`src/rtl/pipe_pkg.sv`:
```
// Shared definitions for the RV32IM pipeline stage registers: occupancy state encoding,
// ID/EX control-word field layout and the per-stage bubble (NOP) control words.
package pipe_pkg;

  // Occupancy of a stage register: nothing, main entry only, main plus skid entry.
  typedef enum logic [1:0] {
    ST_EMPTY = 2'd0,
    ST_ONE   = 2'd1,
    ST_FULL  = 2'd2
  } pipe_state_e;

  // ID/EX control word layout (19 bits, LSB first).
  localparam int unsigned IDEX_CTRL_W          = 19;
  localparam int unsigned IDEX_REG_WRITE_EN_LO = 0;
  localparam int unsigned IDEX_REG_WRITE_EN_W  = 1;
  localparam int unsigned IDEX_WB_SEL_LO       = 1;
  localparam int unsigned IDEX_WB_SEL_W        = 2;
  localparam int unsigned IDEX_MEM_LO          = 3;
  localparam int unsigned IDEX_MEM_W           = 2;
  localparam int unsigned IDEX_BRANCH_JUMP_LO  = 5;
  localparam int unsigned IDEX_BRANCH_JUMP_W   = 2;
  localparam int unsigned IDEX_SEL_LO          = 7;
  localparam int unsigned IDEX_SEL_W           = 3;
  localparam int unsigned IDEX_ALUOP_LO        = 10;
  localparam int unsigned IDEX_ALUOP_W         = 4;
  localparam int unsigned IDEX_WRITE_ADDR_LO   = 14;
  localparam int unsigned IDEX_WRITE_ADDR_W    = 5;

  // Control widths of the later stage registers.
  localparam int unsigned EXMEM_CTRL_W = 10;
  localparam int unsigned MEMWB_CTRL_W = 8;

  // Bubble control words: all write enables low, no branch, no memory access.
  localparam logic [IDEX_CTRL_W-1:0]  IDEX_CTRL_BUBBLE  = '0;
  localparam logic [EXMEM_CTRL_W-1:0] EXMEM_CTRL_BUBBLE = '0;
  localparam logic [MEMWB_CTRL_W-1:0] MEMWB_CTRL_BUBBLE = '0;

endpackage

```
`src/rtl/pipe_sat_counter.sv`:
```
// Saturating up-counter; sticks at all-ones once reached.
module pipe_sat_counter #(
  parameter int unsigned CNT_W = 16
) (
  input  logic             clk,
  input  logic             reset,
  input  logic             inc,
  output logic [CNT_W-1:0] count
);

  localparam logic [CNT_W-1:0] CntMax = '1;

  logic [CNT_W-1:0] count_q;

  // Count qualifying cycles until the maximum value, then hold.
  always_ff @(posedge clk or negedge reset) begin
    if (!reset) begin
      count_q <= '0;
    end else if (inc && (count_q != CntMax)) begin
      count_q <= count_q + CNT_W'(1);
    end
  end

  assign count = count_q;

endmodule

```
`src/rtl/pipe_stage_reg.sv`:
```
// Generic pipeline stage register with valid/ready handshake, synchronous flush,
// optional skid entry (registered in_ready) and a saturating stall-cycle counter.
module pipe_stage_reg
  import pipe_pkg::*;
#(
  parameter int unsigned       DATA_W      = 32 * 5,
  parameter int unsigned       CTRL_W      = 19,
  parameter logic [CTRL_W-1:0] CTRL_BUBBLE = '0,
  parameter bit                SKID_EN     = 1'b1,
  parameter int unsigned       CNT_W       = 16
) (
  input  logic              clk,
  input  logic              reset,
  input  logic              in_valid,
  output logic              in_ready,
  input  logic [DATA_W-1:0] in_data,
  input  logic [CTRL_W-1:0] in_ctrl,
  input  logic              flush,
  output logic              out_valid,
  input  logic              out_ready,
  output logic [DATA_W-1:0] out_data,
  output logic [CTRL_W-1:0] out_ctrl,
  output logic [CNT_W-1:0]  stall_cnt
);

  logic [DATA_W-1:0] main_data_q;
  logic [CTRL_W-1:0] main_ctrl_q;
  pipe_state_e       state_q;
  logic              push;
  logic              pop;

  assign out_valid = (state_q != ST_EMPTY);
  assign push      = in_valid & in_ready;
  assign pop       = out_valid & out_ready;

  if (SKID_EN) begin : g_skid
    logic [DATA_W-1:0] skid_data_q;
    logic [CTRL_W-1:0] skid_ctrl_q;
    logic              in_ready_q;

    assign in_ready = in_ready_q;

    // Two-entry FSM; in_ready is registered as "next state is not FULL".
    always_ff @(posedge clk or negedge reset) begin
      if (!reset) begin
        state_q     <= ST_EMPTY;
        in_ready_q  <= 1'b0;
        main_data_q <= '0;
        main_ctrl_q <= CTRL_BUBBLE;
        skid_data_q <= '0;
        skid_ctrl_q <= CTRL_BUBBLE;
      end else if (flush) begin
        // Payload registers keep stale contents; they are masked by out_valid.
        state_q    <= ST_EMPTY;
        in_ready_q <= 1'b1;
      end else begin
        unique case (state_q)
          ST_EMPTY: begin
            in_ready_q <= 1'b1;
            if (push) begin
              main_data_q <= in_data;
              main_ctrl_q <= in_ctrl;
              state_q     <= ST_ONE;
            end
          end
          ST_ONE: begin
            if (push && pop) begin
              main_data_q <= in_data;
              main_ctrl_q <= in_ctrl;
              in_ready_q  <= 1'b1;
            end else if (push) begin
              skid_data_q <= in_data;
              skid_ctrl_q <= in_ctrl;
              state_q     <= ST_FULL;
              in_ready_q  <= 1'b0;
            end else if (pop) begin
              state_q    <= ST_EMPTY;
              in_ready_q <= 1'b1;
            end else begin
              in_ready_q <= 1'b1;
            end
          end
          ST_FULL: begin
            if (pop) begin
              main_data_q <= skid_data_q;
              main_ctrl_q <= skid_ctrl_q;
              state_q     <= ST_ONE;
              in_ready_q  <= 1'b1;
            end else begin
              in_ready_q <= 1'b0;
            end
          end
          default: begin
            state_q    <= ST_EMPTY;
            in_ready_q <= 1'b1;
          end
        endcase
      end
    end
  end else begin : g_single
    // Low during reset and until the first clock edge after release.
    logic started_q;

    assign in_ready = started_q & (~out_valid | out_ready);

    // Single-entry FSM; a push may replace the entry being popped in the same cycle.
    always_ff @(posedge clk or negedge reset) begin
      if (!reset) begin
        state_q     <= ST_EMPTY;
        started_q   <= 1'b0;
        main_data_q <= '0;
        main_ctrl_q <= CTRL_BUBBLE;
      end else begin
        started_q <= 1'b1;
        if (flush) begin
          state_q <= ST_EMPTY;
        end else if (push) begin
          main_data_q <= in_data;
          main_ctrl_q <= in_ctrl;
          state_q     <= ST_ONE;
        end else if (pop) begin
          state_q <= ST_EMPTY;
        end
      end
    end
  end

  assign out_data = main_data_q;
  assign out_ctrl = out_valid ? main_ctrl_q : CTRL_BUBBLE;

  pipe_sat_counter #(
    .CNT_W (CNT_W)
  ) u_stall_cnt (
    .clk   (clk),
    .reset (reset),
    .inc   (out_valid & ~out_ready),
    .count (stall_cnt)
  );

endmodule

```
`config.mk`:
```
export PLATFORM = sky130hd
export DESIGN_NAME = pipe_stage_reg
export DESIGN_NICKNAME = d
export VERILOG_FILES = /design/src/rtl/pipe_pkg.sv /design/src/rtl/pipe_sat_counter.sv /design/src/rtl/pipe_stage_reg.sv
export SDC_FILE = /design/constraint.sdc
export NUM_CORES = 1
export LEC_CHECK = 0
export BUFFER_PORTS_ARGS = -buffer_cell sky130_fd_sc_hd__buf_2
export CAP_MARGIN = 20
export CORE_UTILIZATION = 40
export DETAILED_ROUTE_END_ITERATION = 8
export PLACE_DENSITY = 0.69
export SYNTH_ARGS = -nofsm -noshare
export SYNTH_HDL_FRONTEND = slang
export SYNTH_SLANG_ARGS = --single-unit
```
`constraint.sdc`:
```
create_clock -name clk -period 2.4 [get_ports clk]
set_input_delay 0.6 -clock clk [delete_from_list [all_inputs] [get_ports clk]]
set_output_delay 0.6 -clock clk [all_outputs]
set_load 0.01 [all_outputs]
```
==> results of run 1 <==
[layer usage]
| metal | GRT usage | share of wire | vias to the layer above |
|---|---|---|---|
| li1 | - | - | 4732 |
| met5 | 0 | 0.00091 | - |
| met2 | 0.287 | 0.48 | 271 |
| met3 | 0.0586 | 0.074 | 62 |
| met1 | 0.227 | 0.43 | 5229 |
| met4 | 0.0593 | 0.021 | 6 |
[timing repair]
item,in CTS,in global routing
pin swaps,0,0
buffers inserted,2,0
hold buffers,1,0
hold endpoints to repair,21,0
gates cloned,0,0
endpoints found under the setup margin,20,20
gates resized for setup,7,1
[metrics by stage]
step / utilization / hold slack (ps) / total power, mW
floorplan: - / 304 / 16.8
global placement: 0.472 / 465 / 19.6
detailed placement: 0.472 / 474 / 20.1
CTS: 0.506 / 236 / 26.8
global route: 0.506 / 257 / 27.9
finish: 0.506 / 279 / 26.4
[where the power goes]
part | internal, mW | switching [mW]
Clock | 3.89 | 2.60
Sequential | 9.47 | 1.64
Combinational | 5.20 | 3.62
[layout make-up]
type,count,area share
multi-input cells,637,0.337
clock inverters,12,0.00752
well taps,539,0.0317
inverters,3,0.000529
clock buffers,65,0.0581
flip-flops and latches,377,0.443
repair buffers,434,0.121
diodes,5,0.000588
[worst paths after layout]
| path | startpoint | slack (ps) | endpoint | cells past startpoint |
|---|---|---|---|---|
| min reg2reg | out_data[81] | 480 | out_data[81] | 1 |
| max | state_q[0] | 120 | out_ctrl[6] | 5 |
| max reg2reg | state_q[1] | 200 | out_data[149] | 8 |
| min in group asynchronous | reset | 610 | u_stall_cnt.count[9] | 2 |
| min | in_data[71] | 280 | g_skid.skid_data_q[71] | 2 |
| max in group asynchronous | reset | 1000 | g_skid.skid_data_q[142] | 3 |
[flip-flops by register name, summed over array words and instances, names as in the netlist]
name                count
g_skid.skid_ctrl_q     19
out_data              160
in_ready                1
main_ctrl_q            19
g_skid.skid_data_q    160
u_stall_cnt.count      16
state_q                 2
[placed cells by master (no fill, tap or decap), types with 10 or more instances in the layout]
cell type  instances
clkbuf_8          10
dfrtp_1          377
nor2b_1           19
buf_2            379
xor2_1            10
clkbuf_16         42
mux2_1            10
buf_4             32
mux2_2           428
clkbuf_1          13
mux2_4           100
buf_12            21
[cell families after synthesis]
family | Yosys count | share of synthesized area
buffers and inverters | 64 | 0.0292
xor gates and xnor gates | 14 | 0.00719
muxes | 538 | 0.377
AOI/OAI and AO/OA | 14 | 0.00513
DFF | 377 | 0.553
and+or+nand+nor | 66 | 0.0249
adders and majority gates | 5 | 0.00367
[critical path, stage by stage (launching register included)]
cell     delay (ps)
dfrtp_1         400
inv_2           120
ha_4            190
buf_12          170
nor2b_1          70
buf_2           150
==> summary.md, run 1 <==
| Metric | Value |
|---|---|
| Status | `complete, no violations` |
| Placed instance area | `around 0.020 mm²` |
| Multi-input logic area | `0.00718 mm²` |
| Die Ht | `209 µm` |
| CTS H-tree lvls | `2` |
| Critical path class | `register to primary output` |
| PD cells | `approximately 1200 mW/mm²` |
| Clock-pin slew of the registers on the worst-case setup and hold paths | `~60 ps` |
| Nets | `1684` |
| Chip Width | `between 200 and 250 µm` |
| Pins Over Slew Limit | `0` |
| DR WL/cell | `18.5 µm` |
| Fin Setup TNS | `0 ps` |
| Post-synth top area share | `0.553` |
| Ratio of cells with drive above 1 in the final layout | `0.677` |
| Main synth FF type | `dfrtp_1` |
| Final worst path period share | `0.951` |
| Total global routing overflow | `0` |
| Port Buffer Count | `380` |
| Dpl cells | `1987` |
| Fin crit period | `2280 ps` |
| Max_slew headroom | `0.538` |
| Fmax achieved | `438 MHz` |
| Starting Density | `0.406` |
| Max_cap viols | `0` |
| Die area | `~0.043 mm²` |
| Total GRT Usage | `0.179` |
| Most common cell in the netlist | `mux2_2` |
| Syn_area_per_cell | `15.8 µm²` |
| Post-route ant nets | `0` |
| Initial antenna violation count | `5` |
| Layout Skew | `14.4 ps` |
| Via count | `10300` |
| RSZ-0062 raised after global routing | `false` |
| Mapped Nets | `between 1000 and 1500` |
| Clock Sinks | `377` |
| Area delta synth->final | `24.8%` |
| Worst skew pair latency | `560 ps` |
| #FFs+latches synth | `377` |
| Drc violations | `0` |
| I/O pin cnt | `381` |
| Placement Rows | `75` |
| Clock Path Buffers | `3` |
| Post-route cell area | `0.0213 mm²` |
| Vias per Instance | `4.97` |
| CP Capture Type | `primary output` |
| Detailed Route Iter0 Violations | `339` |
| Worst EP arrival | `about 1700 ps` |
| Ys async rst share | `1.00` |
| Hold Fails Final Rpt | `0` |
| Synthesized area | `about 0.017 mm²` |
| Seq/Total Area, Yosys | `0.553` |
| Placer congestion estimate | `0.785` |
| Num CTS Buffers | `42` |
| Dpl ws | `~130 ps` |
| First-pass iteration count of the detailed router | `4` |
| Worst Path Required | `1800 ps` |
| Slew @ Worst Pin | `a little under 700 ps` |
| Hold Path Class | `primary input to register` |
| Routed Wire Length | `38300 µm` |
| Setup ws final | `117 ps` |
| Post-synth top area cell | `dfrtp_1` |
| Final std cells w/o fill | `2072` |
| Placeable Area | `0.0420 mm²` |
| Crit-path max FO | `21` |
| Vias in the first global route | `between 10000 and 15000` |
| First-pass GRT wire length | `about 62000 µm` |
| Post-synthesis cell type count | `40` |
| Post-DP HPWL | `26400 µm` |
| Sequential Area | `0.00943 mm²` |
| Peak VDD IR | `0.848 mV` |
| Synth Instances | `1078` |
| CTS tree | `yes` |
| Synth top cells by count | `mux2_2, dfrtp_1, mux2_4, clkbuf_1, nor2b_1` |
| CTS root buffer | `clkbuf_16` |
| Static Leakage | `~9.8 nW` |
| Final setup vio count | `0` |
| Number of synthesized flops with an enable pin | `0` |
| Layout fillers | `3602` |
| Largest net degree at the start of global routing | `103` |
| CP startpoint kind | `register` |
| Area contributors post-synth | `dfrtp_1, mux2_2, mux2_4` |
| Ys Warns | `0` |
Note: power is estimated with default switching activity, not from simulation.
==> inputs of run 2 (changes only) <==
--- a/config.mk
+++ b/config.mk
@@ -7,9 +7,11 @@
 export LEC_CHECK = 0
 export BUFFER_PORTS_ARGS = -buffer_cell sky130_fd_sc_hd__buf_2
 export CAP_MARGIN = 20
+export CORE_MARGIN = 2
 export CORE_UTILIZATION = 40
 export DETAILED_ROUTE_END_ITERATION = 8
 export PLACE_DENSITY = 0.69
+export SKIP_LAST_GASP = 1
 export SYNTH_ARGS = -nofsm -noshare
 export SYNTH_HDL_FRONTEND = slang
 export SYNTH_SLANG_ARGS = --single-unit
==> run 2 against run 1 <==
Design area decreased by 0.68%. Critical path depth did not move. Core utilization fell by 0.34 points. Highest routed layer unchanged.
==> summary.md, run 2 (synthesis results as in run 1) <==
| Metric | Value |
|---|---|
| Crit-path slowest cell | `dfrtp_1 (unchanged)` |
| Peak VDD IR | `0.801 mV (was 0.848 mV)` |
| Most common cell after layout, fill and taps aside | `mux2_2 (unchanged)` |
| Worst path cell trace | `inv_1 > ha_4 > buf_12 > nor2b_2 > buf_2 (was inv_2 > ha_4 > buf_12 > nor2b_1 > buf_2)` |
| Num CTS Buffers | `42 (unchanged)` |
| Slew @ Worst Pin | `604 ps (was 693 ps)` |
| Met1 Use GR | `0.213 (was 0.227)` |
| Clock-pin slew of the registers on the worst-case setup and hold paths | `60 ps (about the same)` |
| Max_cap viols | `0 (unchanged)` |
| Fin crit period | `2300 ps (was 2280 ps)` |
| CTS root buffer | `clkbuf_16 (unchanged)` |
| Vias per Instance | `4.98 (was 4.97)` |
| Vias in the first global route | `11300 (was 11400)` |
| Hold depth | `2 (unchanged)` |
| Clock Sinks | `377 (unchanged)` |
| Status | `complete, no violations (unchanged)` |
| Post-route cell area | `0.0211 mm² (was 0.0213 mm²)` |
| Total global routing overflow | `0 (unchanged)` |
| Worst Path Required | `1800 ps (about the same)` |
| Clock Path Buffers | `3 (unchanged)` |
| Worst EP arrival | `1700 ps (was 1680 ps)` |
| Static Leakage | `9.70 nW (was 9.78 nW)` |
| Via count | `10300 (about the same)` |
| Final setup vio count | `0 (unchanged)` |
| Nets | `1676 (was 1684)` |
| Placeable Area | `0.0420 mm² (unchanged)` |
| Placer congestion estimate | `0.775 (was 0.785)` |
| Ratio of cells with drive above 1 in the final layout | `0.677 (about the same)` |
| CP startpoint kind | `register (unchanged)` |
| I/O pin cnt | `381 (unchanged)` |
| CTS H-tree lvls | `2 (unchanged)` |
| CP Capture Type | `primary output (unchanged)` |
| PD cells | `1230 mW/mm² (was 1240 mW/mm²)` |
| CTS tree | `yes (unchanged)` |
| Fin Setup TNS | `0 ps (unchanged)` |
| Placed instance area | `0.0198 mm² (about the same)` |
| Worst skew pair latency | `550 ps (was 560 ps)` |
| Multi-input logic area | `0.00718 mm² (about the same)` |
| RSZ-0062 raised after global routing | `false (unchanged)` |
| Routing usage on met2 | `0.286 (was 0.287)` |
| Layout fillers | `3611 (was 3602)` |
| Routed Wire Length | `38500 µm (was 38300 µm)` |
| Critical path class | `register to primary output (unchanged)` |
| Most used routing layer | `met2 (unchanged)` |
| Final core area utilization | `0.503 (was 0.506)` |
| Fin Hold WS | `294 ps (was 279 ps)` |
| Starting Density | `0.406 (unchanged)` |
| Most frequent cells in the layout | `mux2_2, buf_2, dfrtp_1 (unchanged)` |
| Total GRT Usage | `0.174 (was 0.179)` |
| Max_slew headroom | `0.597 (was 0.538)` |
| Sequential Area | `0.00943 mm² (unchanged)` |
| DR WL/cell | `18.7 µm (was 18.5 µm)` |
| Area delta synth->final | `23.9% (was 24.8%)` |
| Hold Fails Final Rpt | `0 (unchanged)` |
| Hold Path Class | `primary input to register (unchanged)` |
| Detailed Route Iter0 Violations | `401 (was 339)` |
| CP max stage delay | `350 ps (was 400 ps)` |
| Pins Over Slew Limit | `0 (unchanged)` |
| Die area | `0.0443 mm² (was 0.0435 mm²)` |
| Layout Skew | `12.9 ps (was 14.4 ps)` |
| Worst Reg-to-Reg Cells | `7 (was 8)` |
| Crit-path max FO | `21 (unchanged)` |
| Drc violations | `0 (unchanged)` |
| Largest net degree at the start of global routing | `95 (was 103)` |
| Placement Rows | `75 (unchanged)` |
| Initial antenna violation count | `12 (was 5)` |
| Final worst path period share | `0.960 (was 0.951)` |
| Port Buffer Count | `380 (unchanged)` |
| Met3 GRT Util | `0.0618 (was 0.0586)` |
| Fmax achieved | `434 MHz (was 438 MHz)` |
| Post-DP HPWL | `26900 µm (was 26400 µm)` |
| Chip Width | `211 µm (was 209 µm)` |
| Die Ht | `211 µm (was 209 µm)` |
| Post-route ant nets | `0 (unchanged)` |
| First-pass iteration count of the detailed router | `4 (unchanged)` |
| First-pass GRT wire length | `61400 µm (was 62200 µm)` |
## run 2: final timing paths
kind	start	end	slack, ps
max	state_q[1]	out_ctrl[18]	100
min	in_data[89]	g_skid.skid_data_q[89]	290
max reg2reg	state_q[1]	out_data[30]	120
min reg2reg	out_data[78]	out_data[78]	480
max in group asynchronous	reset	out_data[5]	980
min in group asynchronous	reset	out_data[136]	590
## run 2: power by group
group / internal (mW) / total (mW) / switching, mW
Clock: 3.65 / 6.18 / 2.53
Combinational: 5.13 / 8.73 / 3.60
Sequential: 9.47 / 11.1 / 1.65
Total: 18.3 / 26.0 / 7.79
## run 2: per-stage QoR
stage,cells,setup WS [ps],total power [mW]
final,2060,96.5,26.0
after detailed placement,1979,121,20.0
after CTS,2057,-7.96,26.5
after floorplan,1078,233,16.8
after global routing,2059,0.00555,27.6
after global placement,1979,156,19.6
## run 2: final cells by class
cell class	instances	area share
Sequential cell	377	0.446
Multi-Input combinational cell	637	0.340
Timing Repair Buffer	426	0.119
Clock buffer	63	0.0582
Tap cell	539	0.0319
Clock inverter	12	0.00450
Inverter	3	0.000533
Antenna cell	3	0.000355
## run 2: layer usage
layer / up-vias / part of all wire
li1: 4706 / -
met1: 5176 / 0.41
met2: 293 / 0.47
met3: 78 / 0.084
met4: 16 / 0.027
met5: - / 0.0027
## run 2: worst max-delay path: cells and delay by family (launching register included)
family | cells | cell delay [ps]
buffers and inverters | 3 | 410
DFF | 1 | 350
adders and majority gates | 1 | 190
and+or+nand+nor | 1 | 180
## run 2: repair_timing
item / CTS / global route
buffers inserted: 2 / 0
hold buffers: 1 / 0
endpoints found under the setup margin: 20 / 16
resized for setup: 9 / 1
endpoints found under the hold margin: 36 / 0
cloned: 0 / 0
==> inputs of run 3 (changes only) <==
--- a/config.mk
+++ b/config.mk
@@ -8,9 +8,9 @@
 export BUFFER_PORTS_ARGS = -buffer_cell sky130_fd_sc_hd__buf_2
 export CAP_MARGIN = 20
 export CORE_MARGIN = 2
-export CORE_UTILIZATION = 40
+export CORE_UTILIZATION = 55
 export DETAILED_ROUTE_END_ITERATION = 8
-export PLACE_DENSITY = 0.69
+export PLACE_DENSITY = 0.88
 export SKIP_LAST_GASP = 1
 export SYNTH_ARGS = -nofsm -noshare
 export SYNTH_HDL_FRONTEND = slang
==> run 3 against run 2 <==
Register-to-register slack gained 40 ps. Power grew 0.88%. Sequential power is essentially flat. Global-route usage grew 6.6 points. Non-clock buffer count shrank 8. Critical endpoint is now out_ctrl[15]. Highest routed layer unchanged.
==> summary.md, run 3 (synthesis results as in run 1) <==
| Metric | Value |
|---|---|
| Ratio of cells with drive above 1 in the final layout | `0.672 (was 0.677)` |
| Max_cap viols | `0 (unchanged)` |
| Fmax achieved | `433 MHz (was 434 MHz)` |
| Vias in the first global route | `11600 (was 11300)` |
| Post-route ant nets | `0 (unchanged)` |
| Placeable Area | `0.0306 mm² (was 0.0420 mm²)` |
| Pins Over Slew Limit | `0 (unchanged)` |
| Placer congestion estimate | `0.801 (was 0.775)` |
| RSZ-0062 raised after global routing | `false (unchanged)` |
| Drc violations | `0 (unchanged)` |
| Placed instance area | `0.0195 mm² (was 0.0198 mm²)` |
| Hold-fix buffers at CTS | `0 (was 1)` |
| Largest net degree at the start of global routing | `92 (was 95)` |
| Clock Path Buffers | `3 (unchanged)` |
| Area delta synth->final | `22.5% (was 23.9%)` |
| Worst EP arrival | `1710 ps (was 1700 ps)` |
| Hold Path Class | `primary input to asynchronous set/reset pin (was primary input to register)` |
| Most frequent cells in the layout | `mux2_2, buf_2, dfrtp_1 (unchanged)` |
| Via count | `10500 (was 10300)` |
| Clock Sinks | `377 (unchanged)` |
| Chip Width | `180 µm (was 211 µm)` |
| Max_slew headroom | `0.619 (was 0.597)` |
| CP Capture Type | `primary output (unchanged)` |
| Met1 Use GR | `0.300 (was 0.213)` |
| Clock-pin slew of the registers on the worst-case setup and hold paths | `60 ps (about the same)` |
| Final setup vio count | `0 (unchanged)` |
| I/O pin cnt | `381 (unchanged)` |
| Post-DP HPWL | `26400 µm (was 26900 µm)` |
| Starting Density | `0.558 (was 0.406)` |
| Total GRT Usage | `0.240 (was 0.174)` |
| CP startpoint kind | `register (unchanged)` |
| Placement Rows | `64 (was 75)` |
| Vias per Instance | `5.49 (was 4.98)` |
| Die area | `0.0325 mm² (was 0.0443 mm²)` |
| Layout Skew | `22.2 ps (was 12.9 ps)` |
| Worst skew pair latency | `520 ps (was 550 ps)` |
| Initial antenna violation count | `6 (was 12)` |
| Detailed Route Iter0 Violations | `480 (was 401)` |
| Routed Wire Length | `39100 µm (was 38500 µm)` |
| DR WL/cell | `20.5 µm (was 18.7 µm)` |
| CTS root buffer | `clkbuf_16 (unchanged)` |
| Power, Total | `26.3 mW (was 26.0 mW)` |
| PD cells | `1260 mW/mm² (was 1230 mW/mm²)` |
| Slew @ Worst Pin | `572 ps (was 604 ps)` |
| First-pass GRT wire length | `63300 µm (was 61400 µm)` |
| Most used routing layer | `met2 (unchanged)` |
| Nets | `1666 (was 1676)` |
| Crit-path max FO | `11 (was 21)` |
| Fin crit period | `2310 ps (was 2300 ps)` |
| Total global routing overflow | `0 (unchanged)` |
| Routing usage on met2 | `0.408 (was 0.286)` |
| Status | `complete, no violations (unchanged)` |
| Post-route cell area | `0.0209 mm² (was 0.0211 mm²)` |
| First-pass iteration count of the detailed router | `4 (unchanged)` |
| Worst Path Required | `1800 ps (about the same)` |
| Port Buffer Count | `380 (unchanged)` |
| Met3 GRT Util | `0.0681 (was 0.0618)` |
| CTS tree | `yes (unchanged)` |
| Static Leakage | `9.66 nW (was 9.70 nW)` |
| Die Ht | `180 µm (was 211 µm)` |
| CTS H-tree lvls | `2 (unchanged)` |
| Peak VDD IR | `0.836 mV (was 0.801 mV)` |
| Final worst path period share | `0.963 (was 0.960)` |
| Hold Fails Final Rpt | `0 (unchanged)` |
| Num CTS Buffers | `40 (was 42)` |
| Most common cell after layout, fill and taps aside | `mux2_2 (unchanged)` |
| Critical path class | `register to primary output (unchanged)` |
-- run 3: per-layer routing --
layer / vias to the layer above / wire length (µm)
met5: - / 39
li1: 4689 / -
met4: 6 / 1150
met3: 86 / 2800
met1: 5346 / 15700
met2: 338 / 19400
-- run 3: cell type report --
cell class,instances,area (µm²)
antenna,4,10.0
clock buffer,63,1220
clock inverter,7,98.8
fill,2018,9680
inverter,3,11.3
multi-input combinational,637,7170
sequential,377,9430
tap,396,495
timing repair buffer,418,2470
-- run 3: path summary, 6_finish.rpt --
check	startpoint	end	slack, ps	depth (start not counted)
worst min-delay path	reset	main_ctrl_q[3]	10	1
worst max register to register	state_q[1]	g_skid.skid_data_q[137]	160	7
min in group clk	flush	state_q[0]	320	2
worst min register to register	out_data[81]	out_data[81]	480	1
max in group asynchronous	reset	g_skid.skid_ctrl_q[5]	1610	2
worst max-delay path	state_q[0]	out_ctrl[15]	90	5
-- run 3: power by group --
part	switching, mW	leakage [nW]	internal (mW)
Combinational	3.72	4.49	5.18
Clock	2.46	0.644	3.70
Sequential	1.74	4.52	9.47
Total	7.92	9.66	18.4
-- run 3: through the flow --
| stage | hold WS (ps) | TNS (ps) | setup slack [ps] | cells | utilization |
|---|---|---|---|---|---|
| floorplan | 304 | 0 | 233 | 1078 | - |
| global placement | 463 | 0 | 244 | 1829 | 0.639 |
| detailed placement | 473 | 0 | 146 | 1829 | 0.639 |
| CTS | 15.8 | -7.58 | -7.58 | 1901 | 0.683 |
| global route | 32.8 | 0 | 40.6 | 1902 | 0.683 |
| finish | 10.2 | 0 | 89.3 | 1905 | 0.683 |
-- run 3: timing repair --
action / CTS / global route
gates resized for setup: 3 / 2
endpoints found under the setup margin: 20 / 19
gates cloned: 0 / 0
setup buffers: 2 / 0
-- run 3: critical path, stage by stage (launching register included) --
cell and delay, ps:
dfrtp_1 380, inv_2 80, ha_4 200, buf_6 160, nor2b_1 190, buf_2 180
